[config.mk]
export PLATFORM = sky130hd
export DESIGN_NAME = rfphoenix_ptg_writer
export DESIGN_NICKNAME = d
export VERILOG_FILES = /design/src/rtl/rfphoenix_ptg_writer.sv
export SDC_FILE = /design/constraint.sdc
export NUM_CORES = 2
export LEC_CHECK = 0
export BUFFER_PORTS_ARGS = -buffer_cell sky130_fd_sc_hd__buf_2
export CORE_AREA = 2 2 427 429
export DETAILED_ROUTE_END_ITERATION = 10
export DIE_AREA = 0 0 429 431
export HOLD_SLACK_MARGIN = 0.03
export PLACE_DENSITY_LB_ADDON = 0.3
export REMOVE_ABC_BUFFERS = 1
export SLEW_MARGIN = 20
export SYNTH_ARGS = -nofsm -noshare
export SYNTH_HDL_FRONTEND = slang
export SYNTH_SLANG_ARGS = --single-unit
[constraint.sdc]
create_clock -name clk -period 18.33 [get_ports clk]
set_input_delay 0 -clock clk [delete_from_list [all_inputs] [get_ports clk]]
set_output_delay 0 -clock clk [all_outputs]
set_load 0.005 [all_outputs]
[src/rtl/rfphoenix_ptg_writer.sv]
// Page-table-group insert engine: scans a 16-lane PTE group and writes one translation.
// RFPHOENIX_PTG_PARALLEL_SCAN_EN selects a single-cycle scan instead of one entry per cycle.
module rfphoenix_ptg_writer #(
    parameter int NENTRIES = 8,
    parameter int LANEW    = 32
) (
    input  logic                        clk,
    input  logic                        rst,
    input  logic                        req_valid,
    output logic                        req_ready,
    input  logic [15:0]                 req_tag,
    input  logic [9:0]                  req_asid,
    input  logic                        req_g,
    input  logic [31:0]                 req_ppn,
    input  logic [2*NENTRIES*LANEW-1:0] grp_i,
    output logic                        done_valid,
    input  logic                        done_ready,
    output logic [2*NENTRIES*LANEW-1:0] grp_o,
    output logic [2:0]                  slot_o,
    output logic                        hit_o,
    output logic                        evict_o
);

    localparam int GW = 2 * NENTRIES * LANEW;
    localparam int IW = 3;

    typedef enum logic [1:0] {IDLE, SCAN, WRITE, DONE} state_t;

    state_t state, state_nx;

    logic [GW-1:0]       grp_q;
    logic [GW-1:0]       grp_w;
    logic [15:0]         tag_q;
    logic [9:0]          asid_q;
    logic                g_q;
    logic [31:0]         ppn_q;
    logic [IW-1:0]       idx;
    logic [IW-1:0]       rr;
    logic [IW-1:0]       hit_idx;
    logic [IW-1:0]       inv_idx;
    logic [IW-1:0]       sel;
    logic                hit_f;
    logic                inv_f;
    logic [IW-1:0]       slot_q;
    logic                hit_q;
    logic                evict_q;
    logic                accept;
    logic                do_evict;
    logic [NENTRIES-1:0] ent_valid;
    logic [NENTRIES-1:0] ent_match;
    logic                scan_hit;
    logic                scan_inv;
    logic [IW-1:0]       scan_hit_idx;
    logic [IW-1:0]       scan_inv_idx;
    logic                scan_last;

    assign accept = req_valid && req_ready;

    // Per-entry valid/match decode of the captured tag words
    always_comb begin
        ent_valid = '0;
        ent_match = '0;
        for (int n = 0; n < NENTRIES; n++) begin
            ent_valid[n] = grp_q[(2*n+1)*LANEW + 20];
            ent_match[n] = ent_valid[n]
                && (grp_q[(2*n+1)*LANEW +: 16] == tag_q)
                && ((grp_q[(2*n+1)*LANEW + 22 +: 10] == asid_q)
                    || grp_q[(2*n+1)*LANEW + 21] || g_q);
        end
    end

`ifdef RFPHOENIX_PTG_PARALLEL_SCAN_EN
    logic [IW-1:0] p_hit_idx;
    logic [IW-1:0] p_inv_idx;

    always_comb begin
        p_hit_idx = '0;
        p_inv_idx = '0;
        for (int n = NENTRIES - 1; n >= 0; n--) begin
            if (ent_match[n]) p_hit_idx = IW'(n);
            if (!ent_valid[n]) p_inv_idx = IW'(n);
        end
        scan_hit     = |ent_match;
        scan_hit_idx = p_hit_idx;
        scan_inv     = ~&ent_valid;
        scan_inv_idx = p_inv_idx;
        scan_last    = 1'b1;
    end
`else
    always_comb begin
        scan_hit     = ent_match[idx];
        scan_hit_idx = idx;
        scan_inv     = !ent_valid[idx];
        scan_inv_idx = idx;
        scan_last    = (idx == IW'(NENTRIES - 1));
    end
`endif

    always_ff @(posedge clk or posedge rst) begin
        if (rst) state <= IDLE;
        else     state <= state_nx;
    end

    always_comb begin
        state_nx = state;
        unique case (state)
            IDLE:    if (accept) state_nx = SCAN;
            SCAN:    if (scan_last) state_nx = WRITE;
            WRITE:   state_nx = DONE;
            DONE:    if (done_ready) state_nx = IDLE;
            default: state_nx = IDLE;
        endcase
    end

    // Slot priority: existing match, then first hole, then round-robin victim
    always_comb begin
        req_ready  = (state == IDLE);
        done_valid = (state == DONE);
        do_evict   = !hit_f && !inv_f;
        sel        = hit_f ? hit_idx : (inv_f ? inv_idx : rr);
        grp_w      = grp_q;
        for (int n = 0; n < NENTRIES; n++) begin
            if (IW'(n) == sel) begin
                grp_w[(2*n)*LANEW +: LANEW]   = ppn_q;
                grp_w[(2*n+1)*LANEW +: LANEW] = {asid_q, g_q, 1'b1, 4'b0, tag_q};
            end
        end
    end

    always_ff @(posedge clk or posedge rst) begin
        if (rst) begin
            grp_q   <= '0;
            tag_q   <= '0;
            asid_q  <= '0;
            g_q     <= 1'b0;
            ppn_q   <= '0;
            idx     <= '0;
            rr      <= '0;
            hit_idx <= '0;
            inv_idx <= '0;
            hit_f   <= 1'b0;
            inv_f   <= 1'b0;
            slot_q  <= '0;
            hit_q   <= 1'b0;
            evict_q <= 1'b0;
        end else begin
            unique case (state)
                IDLE: begin
                    if (accept) begin
                        grp_q   <= grp_i;
                        tag_q   <= req_tag;
                        asid_q  <= req_asid;
                        g_q     <= req_g;
                        ppn_q   <= req_ppn;
                        idx     <= '0;
                        hit_f   <= 1'b0;
                        inv_f   <= 1'b0;
                        hit_idx <= '0;
                        inv_idx <= '0;
                    end
                end
                SCAN: begin
                    idx <= idx + 1'b1;
                    if (scan_hit && !hit_f) begin
                        hit_f   <= 1'b1;
                        hit_idx <= scan_hit_idx;
                    end
                    if (scan_inv && !inv_f) begin
                        inv_f   <= 1'b1;
                        inv_idx <= scan_inv_idx;
                    end
                end
                WRITE: begin
                    grp_q   <= grp_w;
                    slot_q  <= sel;
                    hit_q   <= hit_f;
                    evict_q <= do_evict;
                    if (do_evict) rr <= rr + 1'b1;
                end
                default: ;
            endcase
        end
    end

    assign grp_o   = grp_q;
    assign slot_o  = slot_q;
    assign hit_o   = hit_q;
    assign evict_o = evict_q;

endmodule
==> out/results.txt <==
run status = finished, final reports clean
cell area after placement = 0.0347 sq mm
placed insts = 6093
hold_buf cts = 611
wire length of the first global-routing pass = 241000 um
capturing element type of the critical path = flop
most common flop cell mapped by yosys = dfrtp_1
Initial Utilization = 0.150
Netlist cell types = 47
largest net degree at the start of global routing = 143
detailed-route DRC error count = 0
CP Data Required Time = 18890 ps
highest clock frequency the design can meet = 203 MHz
Final Slew Violations = 0
Yosys top cell by area = dfrtp_1
combined area of the multi-input logic cells = 0.0110 sq mm
largest clock skew in the final design = 47.0 ps
share of post-route cells with drive strength above 1 = 0.301
period utilization = 0.269
total via count after detailed routing = 28.4k
most numerous cell in the Yosys netlist = dfrtp_1
synthesized cell area = 0.0270 sq mm
via count of the first global-routing pass = 28.9k
dominant cells by area after synthesis = dfrtp_1, a21oi_1, o21ai_0, nand2_1, xor2_1
total clock sinks = 592
count of endpoints failing setup in the final report = 0
Clock Tree Root = clkbuf_16
Gates resized, CTS repair = 0
H-tree depth = 3
Post-synth ARST share = 1.00
routability-driven placement congestion ratio = 0.915
global-route congestion overflow total = 0
clk slew on worst S/H paths = 60 ps
DRT antenna net count = 0
antenna violations before repair = 39
highest net fanout along the worst path = 111
Synth top area share = 0.549
clock latency of the later-clocked register in the worst-skew pair = 700 ps
cell count after synthesis = 2861
final WL = 179000 um
Pwr Density = 195 mW/mm^2
number of violations reported at the end of detailed-routing iteration 0 = 2279
Chip Height = 431 um
# rows = 156
number of buffers created by CTS = 80
number of failing hold endpoints at the final stage = 0
leakage power = 20.2 nW
Synth warnings = 0
Horiz. Die Dim = 429 um
most instantiated cells after synthesis = dfrtp_1, nand2_1, a21oi_1
count of buffers from port buffering = 1093
Avg Synthesized Cell Area = 9.44 sq um
IO Pins = 1094
final layout net count = 4998
first-pass iteration count of the detailed router = 6
worst relative slew slack = 0.304
TNS Setup = 0 ps
Clock Tree Buf Depth = 3
Tightest Pin Transition = 1030 ps
Period minus WS final = 4920 ps
sequential share of the synthesized area = 0.549
Max IR drop VDD = 0.113 mV
Critical Path AT = 5490 ps
Sequential Area = 0.0148 sq mm
R2R depth = 9
worst min-delay path category = in2reg
kind of start point of the critical path = flop
Die ar. = 0.185 sq mm
final design area excluding fillers = 0.0434 sq mm
number of post-CTS setup repair buffers = 0
post-DR wirelength/cell = 26.1 um
number of flops mapped to enable cells by yosys = 0
Detail Placement HPWL = 135000 um
Via density = 4.15
count of max-cap constraint violations = 0
number of synthesized register bits = 592
Hold Crit Depth = 3
core outline area = 0.180 sq mm
All-Layer GR Usage = 0.186
setup repair after global routing missed its margin = no
Filler cells = 19.8k
non-filler cells in the finished layout = 6857
type of the worst setup path = reg2reg
P&R area growth vs syn = 60.7%
clock tree from TritonCTS = yes
-- power breakdown --
group	total (mW)	switching (mW)	internal, mW
Clock	1.60	0.666	0.931
Sequential	2.62	0.657	1.97
Combinational	4.24	2.83	1.41
Total	8.46	4.16	4.31
-- metal layers --
metal	track usage	up-vias	wire (um)
met4	0.0524	4	5270
met2	0.324	1141	88900
met3	0.0517	264	13900
li1	-	12900	-
met5	0	-	24
met1	0.224	14100	70500
-- stage by stage --
stage	power (mW)	setup WS [ps]	util	hold slack [ps]
finish	8.46	13410	0.241	117
global route	9.05	13010	0.241	69.8
CTS	8.61	13350	0.241	31.9
detailed placement	6.85	13400	0.192	185
global placement	6.80	13430	0.192	187
floorplan	4.45	1760	-	133
-- path summary, 6_finish.rpt --
path | to | start | slack [ps]
min in group asynchronous | grp_o[284]$_DFFE_PP0P_ | rst | 600
max in group asynchronous | grp_o[188]$_DFFE_PP0P_ | rst | 14710
worst max-delay path | grp_o[173]$_DFFE_PP0P_ | state[0]$_DFFE_PP0P_ | 13410
worst min-delay path | ppn_q[27]$_DFFE_PP0P_ | req_ppn[27] | 120
worst max register to register | grp_o[173]$_DFFE_PP0P_ | state[0]$_DFFE_PP0P_ | 13410
worst min register to register | grp_o[463]$_DFFE_PP0P_ | grp_o[463]$_DFFE_PP0P_ | 470
-- critical path, cell delays in order, from the launching register on --
cell and delay (ps):
dfrtp_1 370, inv_1 100, ha_4 340, inv_8 580
buf_4 810, buf_4 830, buf_4 650, buf_4 680
a21oi_1 140, o21ai_0 190
-- cell type report --
type | instances | area share
Timing Repair Buffer | 1746 | 0.275
Tap cell | 2370 | 0.0683
Clock inverter | 27 | 0.00646
Inverter | 17 | 0.00182
Multi-Input combinational cell | 1979 | 0.253
Clock buffer | 112 | 0.0531
Sequential cell | 592 | 0.341
Antenna cell | 14 | 0.000807
-- cells by family (layout without fill, tap and decap cells) --
logic type                 after synthesis  count (layout)  share of synthesized area
AOI/OAI and AO/OA                     1019            1019                      0.196
buffers and inverters                  290            1902                     0.0460
and+or+nand+nor                        675             675                      0.109
adders and majority gates                7               7                    0.00324
other                                    0              14                          0
xor gates and xnor gates               210             210                     0.0681
DFF                                    592             592                      0.549
muxes                                   68              68                     0.0291
-- sequential cells by signal (all words and copies together), names as in the netlist, 2 cells and up --
name	count
slot_o	3
grp_o	512
idx	3
ppn_q	32
rr	3
tag_q	16
inv_idx	3
state	2
hit_idx	3
asid_q	10
-- cell usage in the layout, fill, tap and decap left out, types with 14 or more instances in the layout --
| cell | netlist | routed |
|---|---|---|
| buf_2 | 59 | 1093 |
| dlygate4sd3_1 | 0 | 611 |
| dfrtp_1 | 592 | 592 |
| nand2_1 | 501 | 500 |
| a21oi_1 | 480 | 480 |
| o21ai_0 | 449 | 449 |
| xor2_1 | 130 | 130 |
| clkbuf_16 | 0 | 82 |
| xnor2_1 | 80 | 80 |
| mux2_2 | 63 | 63 |
| and2_1 | 60 | 60 |
| buf_4 | 0 | 41 |
| o21ai_1 | 40 | 40 |
| a22o_1 | 32 | 32 |
| nor4_1 | 31 | 30 |
| nand4_1 | 21 | 21 |
| nor3_1 | 18 | 18 |
| clkbuf_1 | 127 | 16 |
| inv_1 | 16 | 15 |
| diode_2 | 0 | 14 |
| clkbuf_8 | 3 | 14 |
Note: power is estimated with default switching activity, not from simulation.
